## config.mk

```make
export PLATFORM = sky130hd
export DESIGN_NAME = lsu_split_flat
export DESIGN_NICKNAME = d
export VERILOG_FILES = /design/src/rtl/lsu_split_if.sv /design/src/rtl/lsu_split.sv /design/src/flat_wrapper.sv
export SDC_FILE = /design/constraint.sdc
export NUM_CORES = 1
export LEC_CHECK = 0
export CAP_MARGIN = 20
export CORE_MARGIN = 2
export CORE_UTILIZATION = 55
export DETAILED_ROUTE_END_ITERATION = 10
export GPL_ROUTABILITY_DRIVEN = 1
export PLACE_DENSITY_LB_ADDON = 0.08
export RECOVER_POWER = 100
export SLEW_MARGIN = 40
export SYNTH_ARGS = -nofsm -noshare
export SYNTH_HDL_FRONTEND = slang
export SYNTH_SLANG_ARGS = --single-unit
export TNS_END_PERCENT = 1
```

## constraint.sdc

```tcl
create_clock -name clk_in -period 8.4 [get_ports clk_in]
set_input_delay 2.1 -clock clk_in [delete_from_list [all_inputs] [get_ports clk_in]]
set_output_delay 2.1 -clock clk_in [all_outputs]
set_load 0.02 [all_outputs]
```

## src/rtl/lsu_split_if.sv

```systemverilog
// Core-request and data-bus signal bundle for lsu_split.
// The slave modport is the load/store unit's view; master is the core/memory side.
interface lsu_split_if #(
  parameter int DATA_W = 32,
  parameter int ADDR_W = 32
) ();
  localparam int BYTES = DATA_W / 8;

  logic              req_valid;
  logic              req_ready;
  logic              req_store;
  logic [2:0]        req_func;
  logic [ADDR_W-1:0] req_addr;
  logic [DATA_W-1:0] req_wdata;

  logic              resp_valid;
  logic [DATA_W-1:0] resp_rdata;
  logic              resp_fault;

  logic [ADDR_W-1:0] bus_addr;
  logic [BYTES-1:0]  bus_wstrb;
  logic [DATA_W-1:0] bus_wdata;
  logic              bus_dispatch_read;
  logic              bus_dispatch_write;
  logic              bus_busy;
  logic              bus_done;
  logic [DATA_W-1:0] bus_read_data;

  modport slave (
    input  req_valid, req_store, req_func, req_addr, req_wdata,
    input  bus_busy, bus_done, bus_read_data,
    output req_ready, resp_valid, resp_rdata, resp_fault,
    output bus_addr, bus_wstrb, bus_wdata, bus_dispatch_read, bus_dispatch_write
  );

  modport master (
    output req_valid, req_store, req_func, req_addr, req_wdata,
    output bus_busy, bus_done, bus_read_data,
    input  req_ready, resp_valid, resp_rdata, resp_fault,
    input  bus_addr, bus_wstrb, bus_wdata, bus_dispatch_read, bus_dispatch_write
  );
endinterface

```

## src/rtl/lsu_split.sv

```systemverilog
// Load/store unit: turns one core access into one or two aligned, byte-strobed bus beats
// and returns a lane-extracted, sign/zero-extended load value.
module lsu_split #(
  parameter int DATA_W           = 32,
  parameter int ADDR_W           = 32,
  parameter bit SPLIT_MISALIGNED = 1'b1
) (
  input logic        clk_in,
  input logic        rst_n_in,
  lsu_split_if.slave io
);
  localparam int BYTES = DATA_W / 8;
  localparam int OFF_W = $clog2(BYTES);
  localparam int SZ_W  = OFF_W + 2;
  localparam int SH_W  = OFF_W + 4;

  typedef enum logic [2:0] {IDLE, ISSUE0, WAIT0, ISSUE1, WAIT1, RESP} state_t;
  state_t state_reg, state_next;

  logic              store_reg;
  logic              fault_reg;
  logic              cross_reg;
  logic [2:0]        func_reg;
  logic [ADDR_W-1:0] addr_reg;
  logic [DATA_W-1:0] wdata_reg;
  logic [DATA_W-1:0] word0_reg;
  logic [DATA_W-1:0] word1_reg;

  function automatic logic [SZ_W-1:0] size_of(input logic [2:0] func);
    return SZ_W'(1) << func[1:0];
  endfunction

  function automatic logic crosses(input logic [OFF_W-1:0] off, input logic [2:0] func);
    return ((SZ_W+1)'(off) + (SZ_W+1)'(size_of(func))) > (SZ_W+1)'(BYTES);
  endfunction

  function automatic logic illegal(input logic [2:0] func);
    return (func == 3'd7) || ((DATA_W == 32) && ((func == 3'd3) || (func == 3'd6)));
  endfunction

  logic req_fault;
  assign req_fault = illegal(io.req_func) ||
                     (!SPLIT_MISALIGNED && crosses(io.req_addr[OFF_W-1:0], io.req_func));

  // Beat geometry derived from the latched request
  logic [OFF_W-1:0]  off;
  logic [OFF_W:0]    rev_off;
  logic [SZ_W-1:0]   size;
  logic [SH_W-1:0]   fwd_shift;
  logic [SH_W-1:0]   rev_shift;
  logic [ADDR_W-1:0] base_addr;
  logic [BYTES-1:0]  size_mask;
  logic [BYTES-1:0]  strb0;
  logic [BYTES-1:0]  strb1;
  logic [DATA_W-1:0] wdata0;
  logic [DATA_W-1:0] wdata1;

  assign off       = addr_reg[OFF_W-1:0];
  assign rev_off   = (OFF_W+1)'(BYTES) - {1'b0, off};
  assign size      = size_of(func_reg);
  assign fwd_shift = SH_W'({off, 3'b000});
  assign rev_shift = {rev_off, 3'b000};
  assign base_addr = {addr_reg[ADDR_W-1:OFF_W], {OFF_W{1'b0}}};
  assign strb0     = size_mask << off;
  assign strb1     = size_mask >> rev_off;
  assign wdata0    = wdata_reg << fwd_shift;
  assign wdata1    = wdata_reg >> rev_shift;

  // Load assembly: beat-0 upper lanes followed by beat-1 lower lanes; a shift of
  // DATA_W (off = 0) yields zero, so aligned loads take beat 0 alone.
  logic [DATA_W-1:0] raw;
  logic [DATA_W-1:0] load_ext;
  logic              sign;
  logic              fill;

  assign raw  = (word0_reg >> fwd_shift) | (word1_reg << rev_shift);
  assign fill = sign & ~func_reg[2];

  always_comb begin
    sign = raw[DATA_W-1];
    case (func_reg[1:0])
      2'd0:    sign = raw[7];
      2'd1:    sign = raw[15];
      2'd2:    sign = raw[31];
      default: sign = raw[DATA_W-1];
    endcase
  end

  genvar gi;
  generate
    for (gi = 0; gi < BYTES; gi++) begin : g_lane
      assign size_mask[gi]         = (SZ_W'(gi) < size);
      assign load_ext[8*gi +: 8]   = size_mask[gi] ? raw[8*gi +: 8] : {8{fill}};
    end
  endgenerate

  always_ff @(posedge clk_in or negedge rst_n_in) begin
    if (!rst_n_in) begin
      state_reg <= IDLE;
    end else begin
      state_reg <= state_next;
    end
  end

  always_ff @(posedge clk_in or negedge rst_n_in) begin
    if (!rst_n_in) begin
      store_reg <= 1'b0;
      fault_reg <= 1'b0;
      cross_reg <= 1'b0;
      func_reg  <= '0;
      addr_reg  <= '0;
      wdata_reg <= '0;
      word0_reg <= '0;
      word1_reg <= '0;
    end else begin
      if (state_reg == IDLE && io.req_valid) begin
        store_reg <= io.req_store;
        fault_reg <= req_fault;
        cross_reg <= crosses(io.req_addr[OFF_W-1:0], io.req_func);
        func_reg  <= io.req_func;
        addr_reg  <= io.req_addr;
        wdata_reg <= io.req_wdata;
      end
      if (state_reg == WAIT0 && io.bus_done) begin
        word0_reg <= io.bus_read_data;
      end
      if (state_reg == WAIT1 && io.bus_done) begin
        word1_reg <= io.bus_read_data;
      end
    end
  end

  always_comb begin
    state_next            = state_reg;
    io.req_ready          = 1'b0;
    io.resp_valid         = 1'b0;
    io.resp_rdata         = '0;
    io.resp_fault         = 1'b0;
    io.bus_addr           = '0;
    io.bus_wstrb          = '0;
    io.bus_wdata          = '0;
    io.bus_dispatch_read  = 1'b0;
    io.bus_dispatch_write = 1'b0;
    case (state_reg)
      IDLE: begin
        io.req_ready = 1'b1;
        if (io.req_valid) begin
          state_next = req_fault ? RESP : ISSUE0;
        end
      end
      ISSUE0: begin
        io.bus_addr  = base_addr;
        io.bus_wstrb = strb0;
        io.bus_wdata = wdata0;
        if (!io.bus_busy) begin
          io.bus_dispatch_read  = !store_reg;
          io.bus_dispatch_write = store_reg;
          state_next            = WAIT0;
        end
      end
      WAIT0: begin
        if (io.bus_done) begin
          state_next = cross_reg ? ISSUE1 : RESP;
        end
      end
      ISSUE1: begin
        io.bus_addr  = base_addr + ADDR_W'(BYTES);
        io.bus_wstrb = strb1;
        io.bus_wdata = wdata1;
        if (!io.bus_busy) begin
          io.bus_dispatch_read  = !store_reg;
          io.bus_dispatch_write = store_reg;
          state_next            = WAIT1;
        end
      end
      WAIT1: begin
        if (io.bus_done) begin
          state_next = RESP;
        end
      end
      RESP: begin
        io.resp_valid = 1'b1;
        io.resp_fault = fault_reg;
        io.resp_rdata = (store_reg || fault_reg) ? '0 : load_ext;
        state_next    = IDLE;
      end
      default: state_next = IDLE;
    endcase
  end
endmodule

```

## src/flat_wrapper.sv

```systemverilog
// flat-port wrapper written by rule: the top's interface ports become plain ports
module lsu_split_flat 
#(
  parameter int DATA_W           = 32,
  parameter int ADDR_W           = 32,
  parameter bit SPLIT_MISALIGNED = 1'b1
)
  (clk_in, rst_n_in, io_req_valid, io_req_store, io_req_func, io_req_addr, io_req_wdata, io_bus_busy, io_bus_done, io_bus_read_data, io_req_ready, io_resp_valid, io_resp_rdata, io_resp_fault, io_bus_addr, io_bus_wstrb, io_bus_wdata, io_bus_dispatch_read, io_bus_dispatch_write);
  lsu_split_if #(.DATA_W(DATA_W), .ADDR_W(ADDR_W)) io_i ();
  input logic clk_in;
  input logic rst_n_in;
  input wire logic [$bits(io_i.req_valid)-1:0] io_req_valid;
  input wire logic [$bits(io_i.req_store)-1:0] io_req_store;
  input wire logic [$bits(io_i.req_func)-1:0] io_req_func;
  input wire logic [$bits(io_i.req_addr)-1:0] io_req_addr;
  input wire logic [$bits(io_i.req_wdata)-1:0] io_req_wdata;
  input wire logic [$bits(io_i.bus_busy)-1:0] io_bus_busy;
  input wire logic [$bits(io_i.bus_done)-1:0] io_bus_done;
  input wire logic [$bits(io_i.bus_read_data)-1:0] io_bus_read_data;
  output wire logic [$bits(io_i.req_ready)-1:0] io_req_ready;
  output wire logic [$bits(io_i.resp_valid)-1:0] io_resp_valid;
  output wire logic [$bits(io_i.resp_rdata)-1:0] io_resp_rdata;
  output wire logic [$bits(io_i.resp_fault)-1:0] io_resp_fault;
  output wire logic [$bits(io_i.bus_addr)-1:0] io_bus_addr;
  output wire logic [$bits(io_i.bus_wstrb)-1:0] io_bus_wstrb;
  output wire logic [$bits(io_i.bus_wdata)-1:0] io_bus_wdata;
  output wire logic [$bits(io_i.bus_dispatch_read)-1:0] io_bus_dispatch_read;
  output wire logic [$bits(io_i.bus_dispatch_write)-1:0] io_bus_dispatch_write;
  assign io_i.req_valid = io_req_valid;
  assign io_i.req_store = io_req_store;
  assign io_i.req_func = io_req_func;
  assign io_i.req_addr = io_req_addr;
  assign io_i.req_wdata = io_req_wdata;
  assign io_i.bus_busy = io_bus_busy;
  assign io_i.bus_done = io_bus_done;
  assign io_i.bus_read_data = io_bus_read_data;
  assign io_req_ready = io_i.req_ready;
  assign io_resp_valid = io_i.resp_valid;
  assign io_resp_rdata = io_i.resp_rdata;
  assign io_resp_fault = io_i.resp_fault;
  assign io_bus_addr = io_i.bus_addr;
  assign io_bus_wstrb = io_i.bus_wstrb;
  assign io_bus_wdata = io_i.bus_wdata;
  assign io_bus_dispatch_read = io_i.bus_dispatch_read;
  assign io_bus_dispatch_write = io_i.bus_dispatch_write;
  lsu_split #(.DATA_W(DATA_W), .ADDR_W(ADDR_W), .SPLIT_MISALIGNED(SPLIT_MISALIGNED)) u_core (.clk_in(clk_in), .rst_n_in(rst_n_in), .io(io_i));
endmodule
```

==> flow_metrics.tcl, run 1 <==
set metrics [dict create \
    multi_input_area_um2 5030 \
    core_area_um2 15800 \
    rsz0062_at_grt "false" \
    fillerInstances 1186 \
    final_util 0.732 \
    grt_pass1_vias 7314 \
    cts_tree "built" \
    p_leak_nw 4.85 \
    wl_per_cell_um 19.9 \
    layout-drive-gt1-share 0.207 \
    ys_ff_latch 137 \
    hold_violations 0 \
    ir_worst_vdd_v 0.000265 \
    async_flop_share 1.00 \
    yosysSeqAreaShare 0.388 \
    num_io_pins 210 \
    p_per_area_nw_per_um2 409 \
    post-layout-total-power_mw 4.72 \
    pre_cts_ws_ps 2500 \
    syn_area_per_cell_um2 10.2 \
    htree_levels 4 \
    post_cts_buffers 0 \
    grt_first_pass_wirelength_mm 39.0 \
    synthCells 863 \
    die_w_um 131 \
    max-cap-violations 6 \
    hold_class "reg -> reg" \
    grtUsageTotal 0.297 \
    numPortBuffers 207 \
    wl_met1_mm 11.3 \
    overflow 0 \
    rows 46 \
    area_growth_pct 30.5 \
    yosysWarnings 0 \
    arrival_ps 5350 \
    fmax_mhz 134 \
    post-route-min-period_ps 7450 \
    drt_iter0_markers 660 \
    final_common_cell "mux2_2" \
    synthDistinctLibCells 60 \
    slew_headroom -1.42 \
    dr.max_layer_used "met4" \
    cts_hold_buf 0 \
    antennaDiodeCount 0 \
    cts_resized 0 \
    drt_first_pass_iters 7 \
    synth_area_um2 8840 \
    clk_pin_slew_ps 60 \
    synth_edf_count 0 \
    drc 0 \
    via_per_inst 6.08 \
    die_area_um2 17100 \
    vias 7679 \
    crit_required_ps 6300 \
    skew_ps 4.89 \
    yosys_most_used_dff "dfrtp_1" \
    initial_core_util 0.561 \
    layout_common_cells "mux2_2 (148), dfrtp_1 (135), clkdlybuf4s50_1 (114)" \
    antenna_left 0 \
    cts.sinks 137 \
    clockRootBuffer "clkbuf_16" \
    period_share 0.887 \
    critical_path.max_fanout 31 \
    path_class "reg -> out" \
    regArea_um2 3430 \
    violations "capacitance limit, slew limit" \
    worst_pin_slew_ps 3630 \
    fp.dieH_um 131 \
    gp_congestion 0.869 \
    totalWireLength_mm 25.2 \
    clk_path_buf_depth 2 \
    worstSkewPairLatency_ps 430 \
    critPathCaptureType "output port" \
    setup_violations 0 \
    fin_ws_ps 951 \
    hpwl_mm 16.9 \
    cts-buffers-inserted 17 \
    status "complete, but fails checks" \
    grt_max_degree 81 \
    met3WireLength_mm 1.99 \
    nNetsFinal 1144 \
    dr_wl_met2_mm 11.4 \
    finalSetupTns_ps 0 \
    slew_violations 273 \
    cp-start-kind "flop" \
    antenna_found_initial 0 \
]
[cell families (layout without fill, tap and decap cells)]
family,count (synthesis),in the layout,synth area share
multiplexers,232,232,0.285
AND/OR/NAND/NOR,210,210,0.121
AO/OA/AOI/OAI,182,182,0.141
flip-flops,137,137,0.388
buffers and inverters,84,266,0.0441
XOR/XNOR,11,11,0.0109
adder cells (fa/ha/maj),6,6,0.00934
other,1,2,0.000424
[synth_stat cells (4+ instances only)]
library cell / instances / area share
mux2_2: 149 / 0.19
dfrtp_1: 137 / 0.39
mux2i_1: 82 / 0.093
nor2_1: 65 / 0.028
a21oi_1: 56 / 0.032
nand2_1: 42 / 0.018
buf_2: 33 / 0.019
clkbuf_1: 27 / 0.011
o21ai_0: 26 / 0.015
nor3_1: 23 / 0.013
nand4_1: 16 / 0.011
o221a_2: 16 / 0.020
o22ai_1: 16 / 0.011
a221oi_1: 14 / 0.014
nand2b_1: 14 / 0.0099
a211oi_1: 13 / 0.011
inv_1: 12 / 0.0051
a22oi_1: 9 / 0.0076
a21boi_0: 8 / 0.0068
buf_4: 7 / 0.0059
xor2_1: 6 / 0.0059
a31oi_1: 5 / 0.0035
and3_1: 5 / 0.0035
ha_1: 5 / 0.0071
nand3_1: 5 / 0.0028
nor2b_1: 5 / 0.0035
nor4_1: 5 / 0.0035
xnor2_1: 5 / 0.0050
a41o_1: 4 / 0.0045
and2_1: 4 / 0.0028
or2_2: 4 / 0.0028
or3_1: 4 / 0.0028
[layer usage]
layer,GRT usage,up-vias
met4,0.0857,0
met2,0.459,372
met1,0.422,3721
met3,0.0647,39
met5,0,-
li1,-,3547
[report_power, final]
| group | leakage, nW | switching (mW) | internal, mW |
|---|---|---|---|
| clock network | 0.284 | 0.309 | 0.470 |
| logic | 2.93 | 1.29 | 1.20 |
| registers | 1.63 | 0.455 | 0.998 |
[worst paths after layout]
path	to	cells past startpoint	slack [ps]	from
min	u_core.word0_reg[0]	1	510	u_core.word0_reg[0]
max reg2reg	u_core.wdata_reg[8]	5	4480	u_core.state_reg[1]
max in group asynchronous	u_core.addr_reg[1]	2	2070	rst_n_in
max	io_resp_rdata[12]	8	950	u_core.addr_reg[0]
min reg2reg	u_core.word0_reg[0]	1	510	u_core.word0_reg[0]
min in group asynchronous	u_core.word0_reg[26]	1	2890	rst_n_in
[through the flow]
| stage | cells | hold WS (ps) | area [µm²] |
|---|---|---|---|
| 3_5_place_dp | 1229 | 500 | 11000 |
| 4_1_cts | 1261 | 514 | 11600 |
| 2_1_floorplan | 864 | 476 | 8850 |
| 5_1_grt | 1262 | 540 | 11500 |
| 3_3_place_gp | 1227 | 487 | 10900 |
| 6_report | 1262 | 511 | 11500 |
[worst max-delay path, stage by stage, from the launching register on]
cell,delay (ps)
dfrtp_1,790
clkinv_1,840
ha_1,600
buf_4,390
nor4b_1,160
o21a_1,220
o21ai_0,1060
nor2_1,140
dlygate4sd3_1,710
[area by class of cell]
class                   instances  area share
clock buffers                  19      0.0375
clock inverters                13      0.0148
inverters                      13     0.00423
multi-input cells             643       0.436
flip-flops and latches        137       0.298
well taps                     216      0.0234
repair buffers                221       0.187
No activity file was read; power rests on OpenSTA's default activity.
==> inputs of run 2 (changes only) <==
Settings changed: RECOVER_POWER 100 to 50.
==> run 2 against run 1 <==
Via count increased by 0.51%. Core utilization grew 0.21 points. Combinational power rose by 2%. Worst setup slack improved by 860 ps. Total power increased by 1.4%. Clock-buffer cell count stayed put. Wire length up 0.33%. Clock power barely moved. The run still ends with capacitance limit, slew limit left. Largest cell class unchanged.
==> flow_metrics.tcl, run 2 (synthesized netlist as in run 1, its figures left out) <==
set metrics [dict create \
    area_growth_pct 30.8 \
    layout-drive-gt1-share 0.216 \
    hold_path_depth 1 \
    rows 46 \
    htree_levels 4 \
    die_w_um 131 \
    drt_iter0_markers 629 \
    fp.dieH_um 131 \
    clk_path_buf_depth 2 \
    grtUsageTotal 0.297 \
    post_cts_buffers 0 \
    grt_first_pass_wirelength_mm 39.0 \
    p_per_area_nw_per_um2 414 \
    via_per_inst 6.12 \
    totalWireLength_mm 25.2 \
    whs_endpoint "u_core.word0_reg[0]" \
    wl_per_cell_um 20.0 \
    critPathSlowestCell "clkdlybuf4s50_1" \
    critPathTopFamily "buffers and inverters" \
    grt_pass1_vias 7314 \
    antennaDiodeCount 0 \
    gp_congestion 0.869 \
    cts.sinks 137 \
    die_area_um2 17100 \
    grt_max_degree 81 \
    vias 7718 \
    cts_hold_buf 0 \
    period_share 0.785 \
    setup_violations 0 \
    cp-start-kind "flop" \
    r2r_cells 5 \
    reg2reg_setup_slack_ps 4650 \
    slowest_delay_ps 670 \
    path_buf_inv 2 \
    finalSetupTns_ps 0 \
    slew_headroom -1.40 \
    nNetsFinal 1144 \
    antenna_left 0 \
    hold_class "reg -> reg" \
    overflow 0 \
    path_class "reg -> out" \
    drt_first_pass_iters 5 \
    critical_path.max_fanout 24 \
    clk_pin_slew_ps 60 \
    p_leak_nw 4.59 \
    skew_ps 5.56 \
    status "complete, but fails checks" \
    fin_ws_ps 1810 \
    cts-buffers-inserted 17 \
    core_area_um2 15800 \
    cp_cell_sequence "clkinv_1 > ha_1 > or2_2 > nor3_2 > a21oi_1 > a211oi_1 > clkdlybuf4s50_1" \
    reg2reg_from "u_core.state_reg[1]" \
    drc 0 \
    worstSkewPairLatency_ps 430 \
    cts_tree "built" \
    antenna_found_initial 0 \
    hpwl_mm 16.9 \
    arrival_ps 4490 \
    critPathCaptureType "output port" \
    num_io_pins 210 \
    hold_path_startpoint "u_core.word0_reg[0]" \
    crit_required_ps 6300 \
    pre_cts_ws_ps 2500 \
    violations "capacitance limit, slew limit" \
    fmax_mhz 152 \
    slew_violations 207 \
    hold_violations 0 \
    ir_worst_vdd_v 0.000272 \
    initial_core_util 0.561 \
    numPortBuffers 207 \
    final_common_cell "clkdlybuf4s50_1" \
    layout_common_cells "clkdlybuf4s50_1 (204), mux2_2 (149), dfrtp_1 (134)" \
    cts_resized 0 \
    rsz0062_at_grt "false" \
    post-route-min-period_ps 6590 \
    worst_pin_slew_ps 3600 \
    clockRootBuffer "clkbuf_16" \
    worstReg2RegEnd "u_core.wdata_reg[8]" \
    max-cap-violations 4 \
]
==> run 2: changes by cell type in the layout (fill, tap and decap cells not counted), moves of 2 or more <==
cell and delta:
buf_4 +3, clkbuf_1 -3, clkdlybuf4s50_1 +90, or2_0 -2, dlygate4sd3_1 -90, or2_2 +2
==> run 2: stage by stage <==
stage | utilization | hold slack [ps] | cell area (µm²) | instances | power, mW
floorplan | - | 476 | 8850 | 864 | 3.17
finish | 0.734 | 511 | 11600 | 1262 | 4.79
global route | 0.734 | 540 | 11600 | 1262 | 5.08
detailed placement | 0.698 | 500 | 11000 | 1229 | 3.96
global placement | 0.694 | 487 | 10900 | 1227 | 3.90
CTS | 0.736 | 514 | 11600 | 1261 | 4.77
==> run 2: power by group <==
part           switching [mW]  internal (mW)  leakage (nW)  total (mW)
registers               0.455           1.00          1.63        1.46
clock network           0.311          0.470         0.284       0.781
logic                    1.30           1.25          2.68        2.55
==> run 2: metal layers <==
| metal | track usage | wire length (µm) |
|---|---|---|
| met1 | 0.422 | 11200 |
| met5 | 0 | 0 |
| met3 | 0.0647 | 2040 |
| met4 | 0.0857 | 452 |
| met2 | 0.459 | 11500 |
==> run 2: how the worst max path moves through the flow <==
stage                     depth (start not counted)                 end  slack [ps]          startpoint
final                                             7    io_bus_wdata[30]        1810  u_core.addr_reg[0]
after global routing                              2  u_core.addr_reg[1]        1030            rst_n_in
after CTS                                         8   io_resp_rdata[22]        2060  u_core.addr_reg[0]
after detailed placement                          8   io_resp_rdata[22]        2500  u_core.addr_reg[0]
after global placement                            8    io_bus_wdata[28]        2380  u_core.addr_reg[1]
after floorplan                                  11   io_resp_rdata[21]        3310  u_core.addr_reg[0]
==> run 2: final cells by class <==
class | instances | area, µm²
well taps | 216 | 270
clock inverters | 13 | 170
flip-flops and latches | 137 | 3440
clock buffers | 19 | 433
inverters | 13 | 48.8
multi-input cells | 643 | 5040
fillers | 1181 | 4200
repair buffers | 221 | 2160
==> inputs of run 3 (changes only) <==
Settings changed: CORE_UTILIZATION 55 to 51.
Clock period 8.4 ns to 6.29 ns, I/O delays scaled along.
==> run 3 against run 2 <==
The flow still finishes with violations (capacitance limit, slew limit). Critical path depth decreased by 3. Die area up 7.6%. Register-to-register slack worse by 3100 ps. Clock-buffer cell count stayed put. Critical path type is now in -> reg. Largest cell class unchanged.
==> flow_metrics.tcl, run 3 (synthesized netlist as in run 1, its figures left out) <==
set metrics [dict create \
    crit_required_ps 6600 \
    period_share 0.884 \
    switching_share 0.430 \
    rows 48 \
    hold_path_startpoint "u_core.word0_reg[6]" \
    clk_path_buf_depth 2 \
    grt_first_pass_wirelength_mm 39.4 \
    fillerInstances 1399 \
    slew_violations 164 \
    rsz0062_at_grt "false" \
    gp_congestion 0.886 \
    cts.sinks 137 \
    post_cts_buffers 0 \
    max-cap-violations 4 \
    p_sw_mw 2.76 \
    combPwrFrac 0.537 \
    critPathCaptureType "flop" \
    cp-start-kind "input port" \
    cts_hold_buf 0 \
    drc 0 \
    crit_start "io_req_valid" \
    regArea_um2 3430 \
    skew_ps 7.80 \
    clk_pin_slew_ps 60 \
    path_class "in -> reg" \
    wl_per_cell_um 19.9 \
    p_leak_nw 4.64 \
    worst_pin_slew_ps 2800 \
    nNetsFinal 1145 \
    grtUsageTotal 0.275 \
    core_area_um2 17100 \
    post-layout-total-power_mw 6.43 \
    drt_iter0_markers 533 \
    ir_worst_vdd_v 0.000268 \
    multi_input_area_um2 5050 \
    clockRootBuffer "clkbuf_16" \
    grt_max_degree 89 \
    antenna_found_initial 0 \
    grt_pass1_vias 7271 \
    num_io_pins 210 \
    post-route-min-period_ps 5560 \
    area_growth_pct 31.5 \
    via_per_inst 5.98 \
    layout-drive-gt1-share 0.218 \
    antenna_left 0 \
    fp.dieH_um 136 \
    critical_path.max_fanout 44 \
    hold_violations 0 \
    reg2reg_from "u_core.state_reg[1]" \
    die_w_um 136 \
    p_per_area_nw_per_um2 553 \
    slew_headroom -0.865 \
    final_common_cell "clkdlybuf4s50_1" \
    htree_levels 4 \
    arrival_ps 5870 \
    cts_tree "built" \
    hold_class "reg -> reg" \
    numPortBuffers 207 \
    finalSetupTns_ps 0 \
    die_area_um2 18400 \
    final_util 0.679 \
    antennaDiodeCount 0 \
    worstSkewPairLatency_ps 430 \
    p_int_mw 3.67 \
    vias 7603 \
    violations "capacitance limit, slew limit" \
    drt_first_pass_iters 5 \
    layout_common_cells "clkdlybuf4s50_1 (204), mux2_2 (149), dfrtp_1 (135)" \
    seq_power_share 0.297 \
    setup_violations 0 \
    clkPwrFrac 0.166 \
    totalWireLength_mm 25.3 \
    cts_resized 0 \
    cts-buffers-inserted 17 \
    overflow 0 \
    initial_core_util 0.517 \
    fmax_mhz 180 \
    status "complete, but fails checks" \
    hpwl_mm 17.2 \
]
==> run 3: final timing paths <==
path | to | slack, ps | depth (start not counted)
max | u_core.wdata_reg[31] | 730 | 4
min | u_core.word0_reg[6] | 510 | 1
max reg2reg | u_core.wdata_reg[31] | 1560 | 4
min reg2reg | u_core.word0_reg[6] | 510 | 1
max in group asynchronous | u_core.wdata_reg[18] | 2030 | 2
min in group asynchronous | u_core.word0_reg[9] | 1160 | 1
==> run 3: worst max-delay path: stages <==
cell	delay, ps
dlygate4sd3_1	590
and2_0	1600
dlymetal6s4s_1	1620
mux2_2	450
==> run 3: through the flow <==
stage	area (µm²)	hold slack, ps	worst slack, ps	instances
2_1_floorplan	8850	476	1720	864
4_1_cts	11600	510	834	1272
6_report	11600	512	728	1272
5_1_grt	11600	524	317	1272
3_5_place_dp	11000	492	1320	1240
3_3_place_gp	11000	490	1270	1238
==> run 3: cell type report <==
type | instances | area share
clock buffers | 19 | 0.0381
clock inverters | 13 | 0.0156
inverters | 13 | 0.00420
multi-input cells | 643 | 0.434
flip-flops and latches | 137 | 0.295
well taps | 225 | 0.0242
repair buffers | 222 | 0.188
==> run 3: power by group through the flow <==
stage	clock network [mW]	registers (mW)	logic (mW)
4_1_cts	1.09	1.88	3.44
3_3_place_gp	0	1.88	3.36
3_5_place_dp	0	1.89	3.42
2_1_floorplan	0	1.65	2.58
5_1_grt	1.12	1.97	3.73
6_report	1.07	1.91	3.45
==> run 3: metal layers <==
layer / GRT usage / vias to the layer above / routed length [µm]
met2: 0.415 / 287 / 11500
met1: 0.405 / 3734 / 11600
met4: 0.0833 / 0 / 495
met3: 0.0479 / 36 / 1780
li1: - / 3546 / -
met5: 0 / - / 0
